==> config.mk <==
export PLATFORM = sky130hd
export DESIGN_NAME = stream_demux
export DESIGN_NICKNAME = d
export VERILOG_FILES = /design/src/rtl/stream_demux.sv
export SDC_FILE = /design/constraint.sdc
export NUM_CORES = 1
export LEC_CHECK = 0
export ABC_AREA = 1
export BUFFER_PORTS_ARGS = -buffer_cell sky130_fd_sc_hd__buf_2
export CORE_UTILIZATION = 57
export DETAILED_ROUTE_END_ITERATION = 16
export PLACE_DENSITY = 0.85
export SETUP_SLACK_MARGIN = 0.05
export SLEW_MARGIN = 20
export SYNTH_ARGS = -nofsm -noshare
export SYNTH_HDL_FRONTEND = slang
export SYNTH_SLANG_ARGS = --single-unit
==> constraint.sdc <==
create_clock -name clk -period 3.6 [get_ports clk]
set_input_delay 0.72 -clock clk [delete_from_list [all_inputs] [get_ports clk]]
set_output_delay 0.72 -clock clk [all_outputs]
set_load 0.05 [all_outputs]
==> src/rtl/stream_demux.sv <==
// ============================================================================
// Module   : stream_demux
// Brief    : 1-to-2 stream demultiplexer with a 2-entry FIFO per output channel.
// Revision : 1.0 - initial release
// ============================================================================
`default_nettype none

module stream_demux #(
  parameter int WL = 4
) (
  input  logic          clk,
  input  logic          rst,
  input  logic          sel,
  input  logic          in_valid,
  output logic          in_ready,
  input  logic [WL-1:0] in_data,
  output logic          out1_valid,
  input  logic          out1_ready,
  output logic [WL-1:0] out1_data,
  output logic          out2_valid,
  input  logic          out2_ready,
  output logic [WL-1:0] out2_data
);

  localparam logic [1:0] c_FULL = 2'd2;

  // Index 0 is channel 1 (sel=1), index 1 is channel 2 (sel=0).
  logic [WL-1:0] head_q [2];
  logic [WL-1:0] head_d [2];
  logic [WL-1:0] tail_q [2];
  logic [WL-1:0] tail_d [2];
  logic [1:0]    cnt_q  [2];
  logic [1:0]    cnt_d  [2];
  logic [1:0]    w_enq;
  logic [1:0]    w_deq;
  logic [1:0]    w_rdy;

  // Readiness looks only at registered occupancy, never at the consumer readys.
  assign in_ready = !rst && (sel ? (cnt_q[0] != c_FULL) : (cnt_q[1] != c_FULL));

  always_comb begin
    w_enq    = 2'b00;
    w_enq[0] = in_valid && in_ready && sel;
    w_enq[1] = in_valid && in_ready && !sel;
    w_rdy    = {out2_ready, out1_ready};
  end

  always_comb begin
    w_deq = 2'b00;
    for (int c = 0; c < 2; c++) begin
      head_d[c] = head_q[c];
      tail_d[c] = tail_q[c];
      cnt_d[c]  = cnt_q[c];
      w_deq[c]  = (cnt_q[c] != 2'd0) && w_rdy[c];
      case ({w_enq[c], w_deq[c]})
        2'b10: begin
          if (cnt_q[c] == 2'd0) head_d[c] = in_data;
          else                  tail_d[c] = in_data;
          cnt_d[c] = cnt_q[c] + 2'd1;
        end
        2'b01: begin
          // Draining the last word leaves the head in place so data holds.
          if (cnt_q[c] == c_FULL) head_d[c] = tail_q[c];
          cnt_d[c] = cnt_q[c] - 2'd1;
        end
        2'b11: begin
          head_d[c] = in_data;
        end
        default: begin
        end
      endcase
    end
  end

  always_ff @(posedge clk) begin
    for (int c = 0; c < 2; c++) begin
      if (rst) begin
        head_q[c] <= '0;
        tail_q[c] <= '0;
        cnt_q[c]  <= 2'd0;
      end else begin
        head_q[c] <= head_d[c];
        tail_q[c] <= tail_d[c];
        cnt_q[c]  <= cnt_d[c];
      end
    end
  end

  assign out1_valid = (cnt_q[0] != 2'd0);
  assign out2_valid = (cnt_q[1] != 2'd0);
  assign out1_data  = head_q[0];
  assign out2_data  = head_q[1];

endmodule

`default_nettype wire
==> impl_metrics.tcl, run 1 <==
set metrics [dict create \
    status "finished, final reports clean" \
    cts_root_buf "clkbuf_4" \
    slew-limit-headroom_pct 62.4 \
    post-cts-setup-buffers 0 \
    period_share_pct 70.5 \
    htreeDepth 1 \
    dpl-instance-area_mm2 0.00120 \
    clk_latency_ns 0.30 \
    maxSlewViolCount 0 \
    avgSynthCellArea_um2 6.95 \
    end_kind "output port" \
    dpl.hpwl_um 1530 \
    crit_chain "buf_2, inv_1, nand2_1, a21oi_2, buf_2" \
    finalHoldViolations 0 \
    drive_above_1_share_pct 18.5 \
    die_area_mm2 0.00209 \
    yosys_most_used_dff "dfxtp_1" \
    grt-ovfl-total 0 \
    hold_buffers 0 \
    critical_path_required_ns 2.88 \
    fillerInstances 158 \
    synth.distinct_cells 20 \
    pwr_density_cell_mw_per_mm2 591 \
    grt_pass1_vias 836 \
    fp.dieW_um 45.8 \
    stdcell_area_mm2 0.00125 \
    grt_pass1_wl_um 3390 \
    synth_cells 157 \
    crit_path_frequent_cell "buf_2" \
    syn_nets 174 \
    rows 15 \
    routed_wl_um 2110 \
    cts_resized 0 \
    cap_violations 0 \
    setup-violations-final 0 \
    slowest_stage "inv_1" \
    ios 21 \
    crit_path_start_kind "input port" \
    drc 0 \
    fmax_mhz 394 \
    clockBufferDepth 2 \
    post_drt_via_cell_ratio 4.88 \
    place.gp.congestion 0.785 \
    power.total_mw 0.740 \
    path_clk_slew_ns 0.12 \
    coreArea_mm2 0.00176 \
    ir_drop_v 0.000392 \
    critical_path_class "in -> out" \
    clock-skew-final_ns 0.00559 \
    grt_max_degree 21 \
    wl_per_cell_um 10.4 \
    power_leakage_nw 0.643 \
    syn_to_final_growth_pct 14.7 \
    yosys_register_bits 20 \
    drt_iter0_drc 25 \
    numPortBuffers 20 \
    grt_setup_unrepaired "no" \
    path_max_fanout 20 \
    yosys_warnings 0 \
    vias 991 \
    yosysSeqAreaShare_pct 36.7 \
    max_stage_delay_ns 0.42 \
    tns_ns 0 \
    yosys-top-cells-count "35 x nand2_1, 24 x nor2_1, 23 x inv_1" \
    yosysTopAreaCell "dfxtp_1" \
    die_height_um 45.8 \
    synth_edf_count 0 \
    crit_arrival_ns 1.82 \
    antenna_found_initial 0 \
    synthArstFlopShare_pct 0 \
    tightestPinTransition_ns 0.564 \
    synth_area_mm2 0.00109 \
    start_util_pct 61.8 \
    hold_ws_ns 0.518 \
    drtAntennaViolNets 0 \
    hold_path_class "reg -> reg" \
    n_antenna_cell 0 \
    final_nets 196 \
    yosys.area.top_type_share_pct 36.7 \
    cts_made_buffers 3 \
    ys_top_cells_by_area "dfxtp_1 37%, nand2_1 12%, o21ai_0 8.3%" \
    layout_min_cycle_time_ns 2.54 \
    clock-sinks 20 \
    synth.most_common_cell "nand2_1" \
    dr.pass1.iters 4 \
    cts_tree "done" \
    grt_use_total_pct 22.8 \
]
routing by layer:
layer / part of all wire (%) / track usage (%) / up-vias
met2: 52 / 41.7 / 23
met3: 3.0 / 3.57 / 2
met1: 44 / 26.2 / 439
met5: 0 / 0 / -
met4: 1.0 / 8.82 / 0
li1: - / - / 527
area by class of cell:
| type | count | area (µm²) | share of cell area, % |
|---|---|---|---|
| sequential | 20 | 400 | 32.0 |
| tap | 25 | 31.3 | 2.50 |
| inverter | 25 | 93.8 | 7.50 |
| timing repair buffer | 20 | 100 | 8.00 |
| clock buffer | 3 | 22.5 | 1.80 |
| multi-input combinational | 109 | 573 | 45.8 |
| clock inverter | 1 | 30.0 | 2.40 |
placed cells by master (no fill, tap or decap):
| master | instances |
|---|---|
| nand3_4 | 2 |
| xnor2_1 | 2 |
| nor3_1 | 2 |
| dfxtp_1 | 20 |
| nand2_2 | 4 |
| a21oi_1 | 8 |
| ha_1 | 7 |
| o21a_1 | 2 |
| o21ai_0 | 18 |
| inv_1 | 23 |
| inv_2 | 2 |
| nand3_1 | 2 |
| nor2_1 | 24 |
| nor4_1 | 1 |
| a21oi_2 | 1 |
| nand4_1 | 1 |
| nand2_1 | 35 |
| bufinv_16 | 1 |
| buf_2 | 20 |
| clkbuf_4 | 3 |
state kept, by name, summed over array words and instances, names as in the netlist:
signal and cells:
head_q 8, cnt_q 4, tail_q 8
worst max-delay path: cells and delay by family:
kind | cells | cell delay (ns)
compound gates | 1 | 0.14
buf+inv | 3 | 0.80
simple gates | 1 | 0.16
power breakdown:
| group | switching [mW] | internal (mW) | leakage, nW |
|---|---|---|---|
| registers | 0.0212 | 0.251 | 0.163 |
| clock network | 0.0741 | 0.112 | 0.0279 |
| logic | 0.202 | 0.0786 | 0.452 |
| total | 0.297 | 0.442 | 0.643 |
final timing paths:
kind | endpoint | depth (start not counted) | start | slack (ns)
setup / recovery | in_ready | 5 | rst | 1.06
hold / removal | head_q[1][3] | 4 | head_q[1][3] | 0.52
setup reg to reg | cnt_q[0][1] | 10 | cnt_q[0][0] | 1.85
hold reg to reg | head_q[1][3] | 4 | head_q[1][3] | 0.52
metrics by stage:
stage / setup slack, ns / cells / utilization [%]
after floorplan: 1.12 / 157 / -
after global placement: 1.11 / 199 / 67.9
after detailed placement: 1.08 / 199 / 67.9
after CTS: 1.07 / 203 / 70.9
after global routing: 0.964 / 203 / 70.9
final: 1.06 / 203 / 70.9
cells by family (layout without fill, tap and decap cells):
group                      count (synthesis)  in the layout  synth area share [%]
xor gates and xnor gates                   2              2                  1.61
and+or+nand+nor                           71             71                  28.8
AOI/OAI and AO/OA                         29             29                  14.1
buffers and inverters                     28             49                  10.8
DFF                                       20             20                  36.7
adders and majority gates                  7              7                  8.03
No activity file was read; power rests on OpenSTA's default activity.
==> run 2: changes to the inputs <==
--- a/config.mk
+++ b/config.mk
@@ -7,9 +7,9 @@
 export LEC_CHECK = 0
 export ABC_AREA = 1
 export BUFFER_PORTS_ARGS = -buffer_cell sky130_fd_sc_hd__buf_2
-export CORE_UTILIZATION = 57
+export CORE_UTILIZATION = 48
 export DETAILED_ROUTE_END_ITERATION = 16
-export PLACE_DENSITY = 0.85
+export PLACE_DENSITY = 0.77
 export SETUP_SLACK_MARGIN = 0.05
 export SLEW_MARGIN = 20
 export SYNTH_ARGS = -nofsm -noshare
==> constraint.sdc (replaced) <==
create_clock -name clk -period 2.1 [get_ports clk]
set_input_delay 0.42 -clock clk [delete_from_list [all_inputs] [get_ports clk]]
set_output_delay 0.42 -clock clk [all_outputs]
set_load 0.05 [all_outputs]
==> impl_metrics.tcl, run 2 (same netlist as run 1, synthesis figures left out) <==
set metrics [dict create \
    path_max_fanout 5 \
    dpl.hpwl_um 1570 \
    end_kind "output port" \
    start_util_pct 53.4 \
    grt-ovfl-total 0 \
    n_antenna_cell 0 \
    tightestPinTransition_ns 0.329 \
    cts_resized 0 \
    die_area_mm2 0.00247 \
    clock-sinks 20 \
    rows 16 \
    drc 0 \
    final_common_cell "nand2_1" \
    period_share_pct 85.9 \
    path_clk_slew_ns 0.11 \
    crit_arrival_ns 1.38 \
    layout_common_cells "35 x nand2_1, 24 x nor2_1, 23 x inv_1, 20 x dfxtp_1, 20 x buf_2" \
    place.gp.congestion 0.838 \
    clk_latency_ns 0.29 \
    fmax_mhz 554 \
    syn_to_final_growth_pct 16.3 \
    drtAntennaViolNets 0 \
    layout_min_cycle_time_ns 1.80 \
    critical_path_class "reg -> out" \
    grt_setup_unrepaired "no" \
    post_drt_via_cell_ratio 4.85 \
    max_stage_delay_ns 0.44 \
    largestRegisters "head_q x8, tail_q x8, cnt_q x4" \
    place_inst 202 \
    htreeDepth 1 \
    cap_violations 0 \
    p_seq_share_pct 37.2 \
    grt_max_degree 19 \
    hold_path_class "in -> reg" \
    clockBufferDepth 2 \
    slew-limit-headroom_pct 78.1 \
    cts_made_buffers 3 \
    final_cells 206 \
    pwr_density_cell_mw_per_mm2 990 \
    tns_ns 0 \
    final_nets 197 \
    crit_chain "inv_2, nand2_1, inv_1, a21oi_4, buf_2" \
    drive_above_1_share_pct 19.0 \
    dr.pass1.iters 4 \
    p_sw_share_pct 39.4 \
    ir_drop_v 0.000574 \
    setup-violations-final 0 \
    cts_tree "done" \
    wl_per_cell_um 10.1 \
    slowest_stage "dfxtp_1" \
    maxSlewViolCount 0 \
    vias 1000 \
    grt_pass1_wl_um 3710 \
    cts_root_buf "clkbuf_4" \
    drt_iter0_drc 25 \
    die_height_um 49.7 \
    fp.dieW_um 49.7 \
    post-cts-setup-buffers 0 \
    clockPowerShare_pct 24.3 \
    reg2reg_slack_ns 0.34 \
    p_switching_mw 0.495 \
    crit_path_start_kind "register" \
    routed_wl_um 2090 \
    grt_use_total_pct 19.2 \
    coreArea_mm2 0.00204 \
    combPwrFrac_pct 38.5 \
    critical_path_required_ns 1.68 \
    clock-skew-final_ns 0.00384 \
    numPortBuffers 20 \
    antenna_found_initial 0 \
    ios 21 \
    grt_pass1_vias 896 \
    intPower_mw 0.761 \
    power_leakage_nw 0.649 \
    hold_buffers 0 \
    finalHoldViolations 0 \
    status "finished, final reports clean" \
]
==> run 2: changes by cell type in the layout (fill, tap and decap cells not counted), sizes merged <==
| cell | previous run | this run |
|---|---|---|
| buf | 20 | 21 |
==> run 2: final cells by class <==
cell class,instances,area (µm²)
clock buffers,3,22.5
clock inverters,1,30.0
fillers,200,773
well taps,27,33.8
flip-flops and latches,20,400
multi-input cells,109,581
inverters,25,93.8
repair buffers,21,108
==> run 2: critical path, delay by kind of cell, from the launching register on <==
kind                   cells  cell delay, ns
flip-flops                 1            0.44
buffers and inverters      3            0.42
AO/OA/AOI/OAI              1            0.15
AND/OR/NAND/NOR            1            0.08
==> run 2: path summary, 6_finish.rpt <==
kind	start	endpoint	cells after the start
worst max-delay path	cnt_q[0][0]	in_ready	5
worst min-delay path	rst	cnt_q[1][0]	2
worst max register to register	cnt_q[0][0]	tail_q[0][3]	8
worst min register to register	head_q[1][3]	head_q[1][3]	4
==> run 2: stage by stage <==
stage          util (%)  total power, mW  cell area (µm²)  setup slack [ns]  hold slack, ns
4_1_cts            62.1             1.27             1270             0.278           0.300
6_report           62.1             1.26             1270             0.296           0.312
3_3_place_gp       59.6            0.943             1220             0.310           0.494
2_1_floorplan         -            0.867             1100            0.0998           0.492
3_5_place_dp       59.6            0.958             1220             0.232           0.502
5_1_grt            62.1             1.35             1270             0.104           0.297
==> run 2: power by group through the flow <==
stage               Combinational, mW  Clock (mW)  Sequential (mW)
global route                    0.536       0.338            0.474
finish                          0.483       0.305            0.467
global placement                0.471           0            0.472
floorplan                       0.294           0            0.573
CTS                             0.487       0.316            0.467
detailed placement              0.483           0            0.475
==> run 2: per-layer routing <==
layer | GRT usage [%] | wire [µm]
met1 | 22.8 | 922
met3 | 2.78 | 90
met4 | 6.19 | 10
met5 | 0 | 0
met2 | 34.9 | 1070
==> run 3: changes to the inputs <==
--- a/config.mk
+++ b/config.mk
@@ -10,6 +10,7 @@
 export CORE_UTILIZATION = 48
 export DETAILED_ROUTE_END_ITERATION = 16
 export PLACE_DENSITY = 0.77
+export RECOVER_POWER = 25
 export SETUP_SLACK_MARGIN = 0.05
 export SLEW_MARGIN = 20
 export SYNTH_ARGS = -nofsm -noshare
==> impl_metrics.tcl, run 3 (same netlist as run 1, synthesis figures left out) <==
set metrics [dict create \
    clockBufferDepth 2 \
    cp_num_buf_inv 3 \
    grt_use_total_pct 19.2 \
    dpl.hpwl_um 1570 \
    antenna_found_initial 0 \
    hold_path_class "in -> reg" \
    period_share_pct 86.0 \
    grt-ovfl-total 0 \
    post_drt_via_cell_ratio 4.82 \
    path_clk_slew_ns 0.11 \
    stdcell_area_mm2 0.00126 \
    tightestPinTransition_ns 0.596 \
    start_util_pct 53.4 \
    hold_ws_ns 0.311 \
    die_area_mm2 0.00247 \
    slew-limit-headroom_pct 60.4 \
    wl_per_cell_um 10.1 \
    clock-skew-final_ns 0.00440 \
    grt_setup_unrepaired "no" \
    status "finished, final reports clean" \
    cts_root_buf "clkbuf_4" \
    regArea_um2 400 \
    crit_chain "inv_2, nand2_1, inv_1, a21oi_4, buf_2" \
    crit_path_start_kind "register" \
    path_delay_family "flip-flops" \
    htreeDepth 1 \
    post-cts-setup-buffers 0 \
    pwr_density_cell_mw_per_mm2 992 \
    largestRegisters "head_q x8, tail_q x8, cnt_q x4" \
    drive_above_1_share_pct 15.1 \
    grt_max_degree 19 \
    drc 0 \
    coreArea_mm2 0.00204 \
    critical_path_required_ns 1.68 \
    routed_wl_um 2080 \
    power_leakage_nw 0.621 \
    final_common_cell "nand2_1" \
    n_antenna_cell 0 \
    multi_input_area_um2 581 \
    dpl-instance-area_mm2 0.00122 \
    setup-violations-final 0 \
    syn_to_final_growth_pct 15.5 \
    vias 993 \
    cap_violations 0 \
    layout_common_cells "35 x nand2_1, 24 x nor2_1, 23 x inv_1, 20 x dfxtp_1, 18 x o21ai_0" \
    numPortBuffers 20 \
    tns_ns 0 \
    crit_arrival_ns 1.39 \
    hold_buffers 0 \
    critical_path_class "reg -> out" \
    die_height_um 49.7 \
    fp.dieW_um 49.7 \
    pre_cts_ws_ns 0.232 \
    maxSlewViolCount 0 \
    fmax_mhz 554 \
    drtAntennaViolNets 0 \
    power.total_mw 1.25 \
    fin_ws_ns 0.295 \
    dr.pass1.iters 4 \
    grt_pass1_vias 896 \
    rows 16 \
    finalHoldViolations 0 \
    clk_latency_ns 0.29 \
    fillerInstances 199 \
    end_kind "output port" \
    drt_iter0_drc 25 \
    grt_pass1_wl_um 3710 \
    slowest_stage "dfxtp_1" \
    cts_made_buffers 3 \
    clock-sinks 20 \
    max_stage_delay_ns 0.44 \
    ir_drop_v 0.000567 \
    cts_resized 0 \
    ios 21 \
    layout_min_cycle_time_ns 1.81 \
    cts_tree "done" \
    final_nets 197 \
    path_max_fanout 5 \
    place.gp.congestion 0.838 \
]
-- run 3: worst paths after layout --
kind	cells after the start	slack, ns	end	startpoint
min	2	0.31	cnt_q[1][0]	rst
max reg2reg	8	0.34	tail_q[0][3]	cnt_q[0][0]
max	5	0.29	in_ready	cnt_q[0][0]
min reg2reg	4	0.52	head_q[1][3]	head_q[1][3]
-- run 3: worst reg2reg max path, stage by stage, from the launching register on --
cell and delay (ns):
dfxtp_1 0.44, inv_2 0.06, nand2_1 0.08, inv_1 0.08, nor4_1 0.29, ha_1 0.23
o21a_1 0.26, o21ai_0 0.13, a21oi_1 0.12
-- run 3: metrics by stage --
step / util [%] / std cells
floorplan: - / 157
CTS: 62.1 / 206
detailed placement: 59.6 / 202
global placement: 59.6 / 202
global route: 61.7 / 206
finish: 61.7 / 206
-- run 3: power breakdown --
group / leakage [nW] / total [mW] / internal, mW / switching [mW]
Sequential: 0.163 / 0.467 / 0.431 / 0.0367
Clock: 0.0279 / 0.306 / 0.193 / 0.113
Combinational: 0.430 / 0.476 / 0.130 / 0.346
Total: 0.621 / 1.25 / 0.753 / 0.496
-- run 3: area by class of cell --
class	instances	share of cell area, %
well taps	27	2.68
flip-flops and latches	20	31.8
inverters	25	7.45
clock buffers	3	1.79
clock inverters	1	2.38
repair buffers	21	7.85
multi-input cells	109	46.1
-- run 3: metal layers --
| layer | up-vias | routed length, µm | track usage, % |
|---|---|---|---|
| li1 | 532 | - | - |
| met1 | 435 | 925 | 22.8 |
| met2 | 24 | 1060 | 34.9 |
| met3 | 2 | 80 | 2.78 |
| met4 | 0 | 10 | 6.19 |
| met5 | - | 0 | 0 |
